**src/rtl/prio_encoder_q.sv**
```systemverilog
// Registered priority encoder with a sticky pending vector and valid/ready issue port.
// RR=0 issues the highest pending index first; RR=1 scans round-robin from a rotating pointer.
module prio_encoder_q #(
   parameter int unsigned  N  = 8,
   parameter int unsigned  RR = 0,
   localparam int unsigned W  = (N > 2) ? $clog2(N) : 1
) (
   input  logic         clk,
   input  logic         rst,
   input  logic [N-1:0] i,
   output logic [W-1:0] y,
   output logic         valid,
   input  logic         ready,
   output logic [N-1:0] pend,
   output logic         ovf
);

   typedef enum logic {IDLE, HOLD} state_t;

   state_t       state, state_nxt;
   logic [W-1:0] ptr, ptr_nxt, y_nxt;
   logic [W-1:0] sel, sel_fix, sel_rr;
   logic [N-1:0] clr, cand, pend_nxt;
   logic         found, hit, ovf_nxt;
   int unsigned  idx;

   // The presented index leaves the candidate set in the cycle it is accepted.
   always_comb begin : cand_gen
      clr   = (valid && ready) ? (N'(1) << y) : '0;
      cand  = pend & ~clr;
      found = |cand;
   end

   // Highest set index wins.
   always_comb begin : fix_scan
      sel_fix = '0;
      for (int unsigned k = 0; k < N; k++) begin
         if (cand[W'(k)]) sel_fix = W'(k);
      end
   end

   // First set index at or after ptr; ptr <= N-1 so a single subtract wraps.
   always_comb begin : rr_scan
      sel_rr = '0;
      hit    = 1'b0;
      idx    = 0;
      for (int unsigned off = 0; off < N; off++) begin
         idx = 32'(ptr) + off;
         if (idx >= N) idx = idx - N;
         if (!hit && cand[W'(idx)]) begin
            sel_rr = W'(idx);
            hit    = 1'b1;
         end
      end
   end

   assign sel = (RR != 0) ? sel_rr : sel_fix;

   always_comb begin : next_state
      state_nxt = state;
      y_nxt     = y;
      ptr_nxt   = ptr;
      pend_nxt  = (pend & ~clr) | i;
      ovf_nxt   = |(i & pend & ~clr);
      case (state)
         IDLE: begin
            if (found) begin
               state_nxt = HOLD;
               y_nxt     = sel;
               ptr_nxt   = (sel == W'(N - 1)) ? '0 : sel + W'(1);
            end
         end
         HOLD: begin
            if (ready) begin
               if (found) begin
                  y_nxt   = sel;
                  ptr_nxt = (sel == W'(N - 1)) ? '0 : sel + W'(1);
               end else begin
                  state_nxt = IDLE;
               end
            end
         end
         default: state_nxt = IDLE;
      endcase
   end

   always_ff @(posedge clk or posedge rst) begin
      if (rst) begin
         state <= IDLE;
         y     <= '0;
         ptr   <= '0;
         pend  <= '0;
         ovf   <= 1'b0;
      end else begin
         state <= state_nxt;
         y     <= y_nxt;
         ptr   <= ptr_nxt;
         pend  <= pend_nxt;
         ovf   <= ovf_nxt;
      end
   end

   assign valid = (state == HOLD);

endmodule

```
**config.mk**
```make
export PLATFORM = sky130hd
export DESIGN_NAME = prio_encoder_q
export DESIGN_NICKNAME = d
export VERILOG_FILES = /design/src/rtl/prio_encoder_q.sv
export SDC_FILE = /design/constraint.sdc
export NUM_CORES = 1
export LEC_CHECK = 0
export BUFFER_PORTS_ARGS = -buffer_cell sky130_fd_sc_hd__buf_2
export CAP_MARGIN = 20
export CELL_PAD_IN_SITES_DETAIL_PLACEMENT = 1
export CELL_PAD_IN_SITES_GLOBAL_PLACEMENT = 2
export CORE_MARGIN = 2
export CORE_UTILIZATION = 25
export CTS_BUF_LIST = sky130_fd_sc_hd__clkbuf_4
export DETAILED_ROUTE_END_ITERATION = 8
export GPL_TIMING_DRIVEN = 0
export PLACE_DENSITY_LB_ADDON = 0.1
export RECOVER_POWER = 50
export SYNTH_ARGS = -nofsm -noshare
export SYNTH_HDL_FRONTEND = slang
export SYNTH_SLANG_ARGS = --single-unit
export TNS_END_PERCENT = 100
```
**constraint.sdc**
```tcl
create_clock -name clk -period 1.72 [get_ports clk]
set_input_delay 0.086 -clock clk [delete_from_list [all_inputs] [get_ports clk]]
set_output_delay 0.086 -clock clk [all_outputs]
set_load 0.05 [all_outputs]
```
Yosys cells after proc, flatten, opt, wreduce, memory -nomap -nowiden
Cells that the tools add are included.
- flip-flop bits (word level): 13
- word-level logic and storage cells: 29
- equality and inequality tests: 1
- shift operators: 1
- multiplexer cells: 14
- bitwise gates (word level): 6
- reduce and logical (&&, ||, !) cells: 3
- operators with widths (kind ; number):
    AND 8 bit ; 3
    2-to-1 mux 3 bit ; 8
    OR reduction 8 bit ; 2
    2-to-1 mux 8 bit ; 1
    inverter 8 bit ; 1
    OR 8 bit ; 1
    << shifter 1 x 3 -> 8 bit (first input constant) ; 1
    one-hot mux 3 bit (2 select lines) ; 1
    2-to-1 mux 1 bit ; 3
    inequality test 2 bit (second input constant) ; 1
    one-hot mux 1 bit (2 select lines) ; 1
    logical AND 1 bit ; 1
    inverter 1 bit ; 1

Logic depth before layout (Yosys ltp)
Gate-level depths: netlist of run 1.
- depth in word-level cells: 14
- mapped depth: 5
- depth with buffers taken out: 5

Worst setup path after synthesis of run 1
OpenSTA, ideal clock, no wires.
- path kind: reg2reg
- from: register state, in the netlist valid
- to: register y[1]
- library setup time: 0.128 ns
- arrival: 1.857 ns
- data required time: 1.592 ns
- slack: -0.264 ns
- cell stages (with the launch flop): 6
- clock period less this slack: 1.984 ns
- cells stage by stage: dfrtp_1 > nand3_2 > o31ai_2 > nand4_2 > o21ai_2 > mux2_1
- cells in the longest elaborated chain, start to end: 13
- elaborated cells between the ends (all ways): 16
- those cells by class: 1 x eq/ne; 10 x mux; 3 x bitwise; 2 x reduce/logical
- RTL lines (what ; RTL line ; text):
    start: declaration ; 20 ; state_t state, state_nxt;
    start signal: assignment ; 95 ; state <= state_nxt;
    logical AND 1 bit ; 29 ; clr = (valid && ready) ? (N'(1) << y) : '0;
    2-to-1 mux 8 bit ; 29 ;
    inverter 8 bit ; 30 ; cand = pend & ~clr;
    AND 8 bit ; 30 ;
    2-to-1 mux 3 bit (6 in a row) ; 38 ; if (cand[W'(k)]) sel_fix = W'(k);
    2-to-1 mux 3 bit ; 67, 75 ;
    2-to-1 mux 3 bit ; 74 ; if (ready) begin
    one-hot mux 3 bit (2 select lines) ; 65 ; case (state)
    end signal: assignment ; 96 ; y <= y_nxt;
    end: declaration ; 11 ; output logic [W-1:0] y,
Parallel ways exist; a longest one is shown, timed or not. The select of a mux whose other input is x is not followed.
A chain may end at the register's enable or synchronous reset.

Final worst setup path of run 1
- from: register y[2]
- to: register y[1]
- cells in the longest elaborated chain, start to end: 13
- elaborated cells between the ends (all ways): 14
- those cells by class: 1 x shift; 10 x mux; 2 x bitwise; 1 x reduce/logical
- RTL lines (what ; RTL line):
    << shifter 1 x 3 -> 8 bit * ; 29
    2-to-1 mux 8 bit * ; 29
    inverter 8 bit * ; 30
    AND 8 bit * ; 30
    2-to-1 mux 3 bit (6 in a row) ; 38
    2-to-1 mux 3 bit * ; 67, 75
    2-to-1 mux 3 bit ; 74
    one-hot mux 3 bit (2 select lines) * ; 65
Every way passes the cells marked *; elsewhere a longest branch is shown, timed or not. The select of a mux whose other input is x is not followed.

==> results of run 1 <==
## kinds of logic (layout without fill, tap and decap cells)
| family | after synthesis | in the layout | share of synthesized area, % |
|---|---|---|---|
| AO/OA/AOI/OAI | 21 | 21 | 23.9 |
| buffers and inverters | 6 | 47 | 3.31 |
| flip-flops | 13 | 13 | 47.8 |
| multiplexers | 2 | 2 | 3.12 |
| AND/OR/NAND/NOR | 22 | 22 | 21.9 |
## cell type report
class                   instances  area (um^2)
fillers                       298         1460
multi-input cells              45          410
flip-flops and latches         13          335
repair buffers                 37          230
well taps                      30         37.5
clock buffers                   3         22.5
inverters                       6         22.5
clock inverters                 1         5.00
## stage by stage
step                      cell area, um^2  total power, mW  hold slack, ns  TNS (ns)
after floorplan                       746            0.669         -0.0371   -0.0373
final                                1060             1.01         0.00783   -0.0514
after global placement                898            0.760           0.146    -0.106
after global routing                 1060             1.08         0.00839    -0.360
after CTS                            1020             1.02         0.00267   -0.0360
after detailed placement              898            0.762           0.146    -0.105
## routing by layer
metal	track usage (%)	share of wire, %
met1	16.5	46
met2	19.8	50
met3	2.79	3.7
met4	5.10	0.81
met5	0	0
## sequential cells by signal, summed over array words and instances, names as in the netlist
signal,count
y,3
valid,1
ovf,1
pend,8
## power by group
part,internal [mW],switching [mW],leakage (nW),total (mW)
Sequential,0.345,0.0564,0.119,0.401
Combinational,0.154,0.267,0.297,0.421
Clock,0.0861,0.106,0.0177,0.192
## synth_stat cells, drive strengths merged
cell    count
o21a        3
dfrtp      13
a22oi       4
nand4       3
a31oi       1
nand3b      1
o211ai      2
o31a        1
nand2       4
nor2        1
mux2i       1
a22o        1
nand3       2
o21ai       7
o31ai       2
or2b        1
inv         6
nand2b     10
mux2        1
## worst max-delay path by stage
stage	to	cells after the start	from
6_report	y[1]$_DFFE_PP0P_	6	y[2]$_DFFE_PP0P_
5_1_grt	y[1]$_DFFE_PP0P_	5	y[0]$_DFFE_PP0P_
4_1_cts	y[1]$_DFFE_PP0P_	5	y[2]$_DFFE_PP0P_
3_5_place_dp	y[1]$_DFFE_PP0P_	5	y[1]$_DFFE_PP0P_
3_3_place_gp	y[1]$_DFFE_PP0P_	5	y[1]$_DFFE_PP0P_
2_1_floorplan	y[1]$_DFFE_PP0P_	5	y[2]$_DFFE_PP0P_
## repair_timing
item,in CTS,in global routing
buffers inserted,7,6
setup endpoints to repair,1,2
hold endpoints to repair,13,0
hold buffers,1,0
pin swaps,5,4
resized for setup,4,0
## worst max-delay path, cell delays in order (launching register included)
cell	delay, ns
dfrtp_2	0.41
buf_12	0.11
nand3_4	0.12
o31ai_4	0.32
nand4_2	0.16
o21ai_2	0.22
mux2_4	0.31
==> impl_metrics.py, run 1 <==
metrics = {
    "sta": {
        "timing.final.ws_setup_ns": -0.0431,
        "clock.fmax_ghz": 0.567,
        "worst_pin_slew_ns": 0.605,
        "drv_slew": 0,
        "period_share_pct": 103,
        "clock_skew_ns": 0.00517,
        "hold_viol": 0,
        "slew_headroom_pct": 59.8,
        "finalSetupViolCount": 2,
        "final.min_clock_period_ns": 1.76,
        "rsz0062_at_grt": "yes",
    },
    "placed_design": {
        "io_buffers": 23,
        "placed_cells": 117,
        "hpwlAfterDp_mm": 1.37,
        "dp_slack_ns": -0.105,
        "gp_congestion": 0.704,
    },
    "drt": {
        "vias": 657,
        "drtIter0Drc": 5,
        "ant_nets": 0,
        "remaining_drc_errors": 0,
        "vias_per_cell": 4.87,
        "wl_mm": 1.85,
        "avgRoutedWirePerCell_um": 13.7,
        "dr.pass1.iters": 4,
    },
    "global_routing": {
        "grt_max_degree": 14,
        "first_global_vias": 640,
        "antenna_found_initial": 0,
        "grt_usage_pct": 12.6,
        "grt_overflow": 0,
        "grt_pass1_wl_mm": 3.04,
    },
    "finish": {
        "final_common_cell": "buf_2",
        "fin_cells": 135,
        "syn_to_final_growth_pct": 56.2,
        "insertedDiodeCount": 0,
        "final_nets": 117,
        "final_cell_mix": "buf_2 (19), buf_4 (12), dfrtp_1 (9)",
        "drive_gt1_share_pct": 51.4,
        "fin_util_pct": 42.2,
    },
    "clock_network": {
        "htreeDepth": 1,
        "clock_tree.root_cell": "clkbuf_4",
        "cts_buffers": 3,
        "cts_tree": "yes",
        "clk_pin_slew_ns": 0.09,
        "clock_latency_ns": 0.27,
        "clock-sinks": 13,
        "cts_buffer_depth": 2,
    },
    "worst_setup_path": {
        "reg2reg_to": "y[1]$_DFFE_PP0P_",
        "path_max_fanout": 6,
        "cp.required_ns": 1.89,
        "arrival_ns": 1.93,
        "critical_path.startpoint_type": "flop",
        "path_class": "flop to flop",
        "critPathCaptureType": "flop",
        "rrSetupSlack_ns": -0.04,
        "reg2reg_from": "y[2]$_DFFE_PP0P_",
        "reg2regPathDepth": 6,
    },
    "floorplan": {
        "core-area_mm2": 0.00252,
        "die_area_mm2": 0.00316,
        "pin_count": 24,
        "die_y_um": 56.2,
        "initial_core_util_pct": 27.0,
        "die_w_um": 56.2,
        "rows": 18,
    },
    "yosys": {
        "avgSynthCellArea_um2": 10.6,
        "synth_top_cell_area_share_pct": 47.8,
        "ys_ff_latch": 13,
        "synth_cells": 64,
        "synth_top_area_cell": "dfrtp_1",
        "ys_seq_area_share_pct": 47.8,
        "synth_nets": 75,
        "synth.area.top_cells": "dfrtp_1 (48%), nand2b_1 (9.2%), a22oi_1 (4.4%)",
        "ys_warn_count": 0,
        "synth_cell_types": 22,
        "netlist_area_um2": 681,
    },
    "power_and_ir_drop": {
        "leakagePower_nw": 0.434,
        "ir_drop_mv": 0.555,
        "p_per_area_mw_per_mm2": 954,
    },
    "min_path": {
        "holdCritPathClass": "primary input to flop",
        "min_path_cells": 2,
        "hold_end": "pend[2]$_DFF_PP0_",
        "min_from": "i[2]",
    },
    "outcome": {
        "status": "complete, but fails checks",
        "violations": "setup timing",
    },
    "job": {
        "max-cap-violations": 0,
    },
}
No activity file was read; power rests on OpenSTA's default activity.
==> run 2, diff against run 1 <==
--- a/config.mk
+++ b/config.mk
@@ -7,14 +7,11 @@
 export LEC_CHECK = 0
 export BUFFER_PORTS_ARGS = -buffer_cell sky130_fd_sc_hd__buf_2
 export CAP_MARGIN = 20
-export CELL_PAD_IN_SITES_DETAIL_PLACEMENT = 1
-export CELL_PAD_IN_SITES_GLOBAL_PLACEMENT = 2
 export CORE_MARGIN = 2
 export CORE_UTILIZATION = 25
 export CTS_BUF_LIST = sky130_fd_sc_hd__clkbuf_4
 export DETAILED_ROUTE_END_ITERATION = 8
 export GPL_TIMING_DRIVEN = 0
-export PLACE_DENSITY_LB_ADDON = 0.1
 export RECOVER_POWER = 50
 export SYNTH_ARGS = -nofsm -noshare
 export SYNTH_HDL_FRONTEND = slang
==> run 2 against run 1 <==
  * The run now ends clean
  * Die area did not move
  * Worst setup slack improved by 0.077 ns
  * Final area rose by 3.5%
  * Critical path type unchanged
  * Critical endpoint unchanged
  * Largest cell class unchanged
  * Largest power group unchanged
==> impl_metrics.py, run 2 (same netlist as run 1, synthesis figures left out) <==
metrics = {
    "outcome": {
        "status": "finished clean",
    },
    "clock_network": {
        "clk_pin_slew_ns": 0.08,
        "htreeDepth": 1,
        "clock-sinks": 13,
        "clock_tree.root_cell": "clkbuf_4",
        "cts_buffers": 3,
        "cts_tree": "yes",
        "cts_buffer_depth": 2,
        "clock_latency_ns": 0.27,
    },
    "placed_design": {
        "gp_congestion": 0.827,
        "io_buffers": 23,
        "placed_area_um2": 898,
        "hpwlAfterDp_mm": 1.27,
        "placed_cells": 117,
    },
    "drt": {
        "drtIter0Drc": 14,
        "avgRoutedWirePerCell_um": 13.2,
        "vias_per_cell": 4.71,
        "dr.pass1.iters": 4,
        "vias": 659,
        "remaining_drc_errors": 0,
        "wl_mm": 1.84,
        "ant_nets": 0,
    },
    "worst_setup_path": {
        "rrSetupSlack_ns": 0.03,
        "reg2regPathDepth": 5,
        "arrival_ns": 1.85,
        "critPathCaptureType": "flop",
        "cp.required_ns": 1.89,
        "path_max_fanout": 8,
        "critical_path.startpoint_type": "flop",
        "slowest_delay_ns": 0.55,
        "crit_chain": "nand2b_4 -> o21ai_4 -> nand4_2 -> o21ai_2 -> mux2_4",
        "reg2reg_from": "y[0]$_DFFE_PP0P_",
        "reg2reg_to": "y[1]$_DFFE_PP0P_",
        "path_class": "flop to flop",
        "critPathSlowestCell": "dfrtp_4",
    },
    "floorplan": {
        "die_area_mm2": 0.00316,
        "initial_core_util_pct": 27.0,
        "core-area_mm2": 0.00252,
        "die_y_um": 56.2,
        "die_w_um": 56.2,
        "pin_count": 24,
        "rows": 18,
    },
    "job": {
        "max-cap-violations": 0,
    },
    "finish": {
        "top_regs": "pend (8), y (3)",
        "final_nets": 122,
        "final_common_cell": "buf_2",
        "largest_reg_flops": 8,
        "syn_to_final_growth_pct": 61.8,
        "insertedDiodeCount": 0,
        "fillers": 268,
        "drive_gt1_share_pct": 53.6,
        "fin_area_mm2": 0.00110,
        "final_cell_mix": "buf_2 (18), buf_4 (16), dfrtp_1 (9)",
        "regMostFlops": "pend",
        "fin_cells": 140,
    },
    "global_routing": {
        "grt_overflow": 0,
        "antenna_found_initial": 0,
        "grt_usage_pct": 12.2,
        "first_global_vias": 668,
        "grt_max_degree": 14,
        "grt_pass1_wl_mm": 3.05,
    },
    "sta": {
        "rsz0062_at_grt": "yes",
        "slew_headroom_pct": 60.4,
        "hold_viol": 0,
        "worst_pin_slew_ns": 0.597,
        "drv_slew": 0,
        "finalSetupViolCount": 0,
        "clock_skew_ns": 0.00145,
        "period_share_pct": 98.0,
        "clock.fmax_ghz": 0.593,
        "final.min_clock_period_ns": 1.69,
        "fin_hold_ws_ns": 0.0140,
    },
    "min_path": {
        "min_path_cells": 2,
        "holdCritPathClass": "primary input to flop",
        "hold_end": "pend[6]$_DFF_PP0_",
        "min_from": "i[6]",
    },
    "power_and_ir_drop": {
        "ir_drop_mv": 0.657,
        "power_mw": 1.07,
        "p_per_area_mw_per_mm2": 968,
        "leakagePower_nw": 0.458,
    },
}
## run 2: changes by cell type in the layout (fill, tap and decap cells not counted), sizes merged
| cell | delta |
|---|---|
| clkinv | -1 |
| clkbuf | +2 |
| buf | +4 |
## run 2: how the worst max path moves through the flow
stage	start	end	depth (start not counted)
3_5_place_dp	y[1]$_DFFE_PP0P_	y[1]$_DFFE_PP0P_	5
4_1_cts	y[2]$_DFFE_PP0P_	y[1]$_DFFE_PP0P_	5
3_3_place_gp	y[0]$_DFFE_PP0P_	y[1]$_DFFE_PP0P_	5
6_report	y[0]$_DFFE_PP0P_	y[1]$_DFFE_PP0P_	5
2_1_floorplan	y[2]$_DFFE_PP0P_	y[1]$_DFFE_PP0P_	5
5_1_grt	y[0]$_DFFE_PP0P_	y[1]$_DFFE_PP0P_	5
## run 2: critical path, delay by kind of cell, from the launching register on
| kind | cells | cell delay (ns) |
|---|---|---|
| AND/OR/NAND/NOR | 2 | 0.33 |
| AO/OA/AOI/OAI | 2 | 0.39 |
| multiplexers | 1 | 0.31 |
| flip-flops | 1 | 0.55 |
## run 2: routing by layer
layer  global-route usage (%)  vias to the layer above  routed length (um)
met5                        0                        -                   0
met4                     4.08                        0                  13
met3                     2.79                        2                  98
met2                     20.8                       20                 906
met1                     14.9                      311                 824
li1                         -                      326                   -
## run 2: layout make-up
cell class                 count  area, um^2  area share [%]
tap                           30        37.5            3.41
timing repair buffer          42         262            23.7
sequential                    13         335            30.5
clock buffer                   4        30.0            2.73
inverter                       6        22.5            2.05
multi-input combinational     45         414            37.6
## run 2: timing repair
item                                   4_1_cts  5_1_grt
pin swaps                                    4        7
endpoints found under the hold margin       13        0
buffers inserted                             8       10
hold buffers                                 1        0
setup endpoints to repair                    1        2
resized for setup                            4        3
## run 2: power by group
group | leakage (nW) | internal, mW | total, mW | switching (mW)
Sequential | 0.119 | 0.345 | 0.402 | 0.0579
Combinational | 0.320 | 0.179 | 0.453 | 0.274
Clock | 0.0184 | 0.106 | 0.210 | 0.104
Total | 0.458 | 0.629 | 1.07 | 0.436
## run 2: metrics by stage
step	setup WS [ns]	setup TNS, ns	utilization (%)
global placement	-0.0535	-0.0535	35.6
floorplan	-0.0373	-0.0373	-
global route	-0.0498	-0.0678	43.7
detailed placement	-0.0541	-0.0541	35.6
finish	0.0342	0	43.7
CTS	-0.00227	-0.00227	40.3
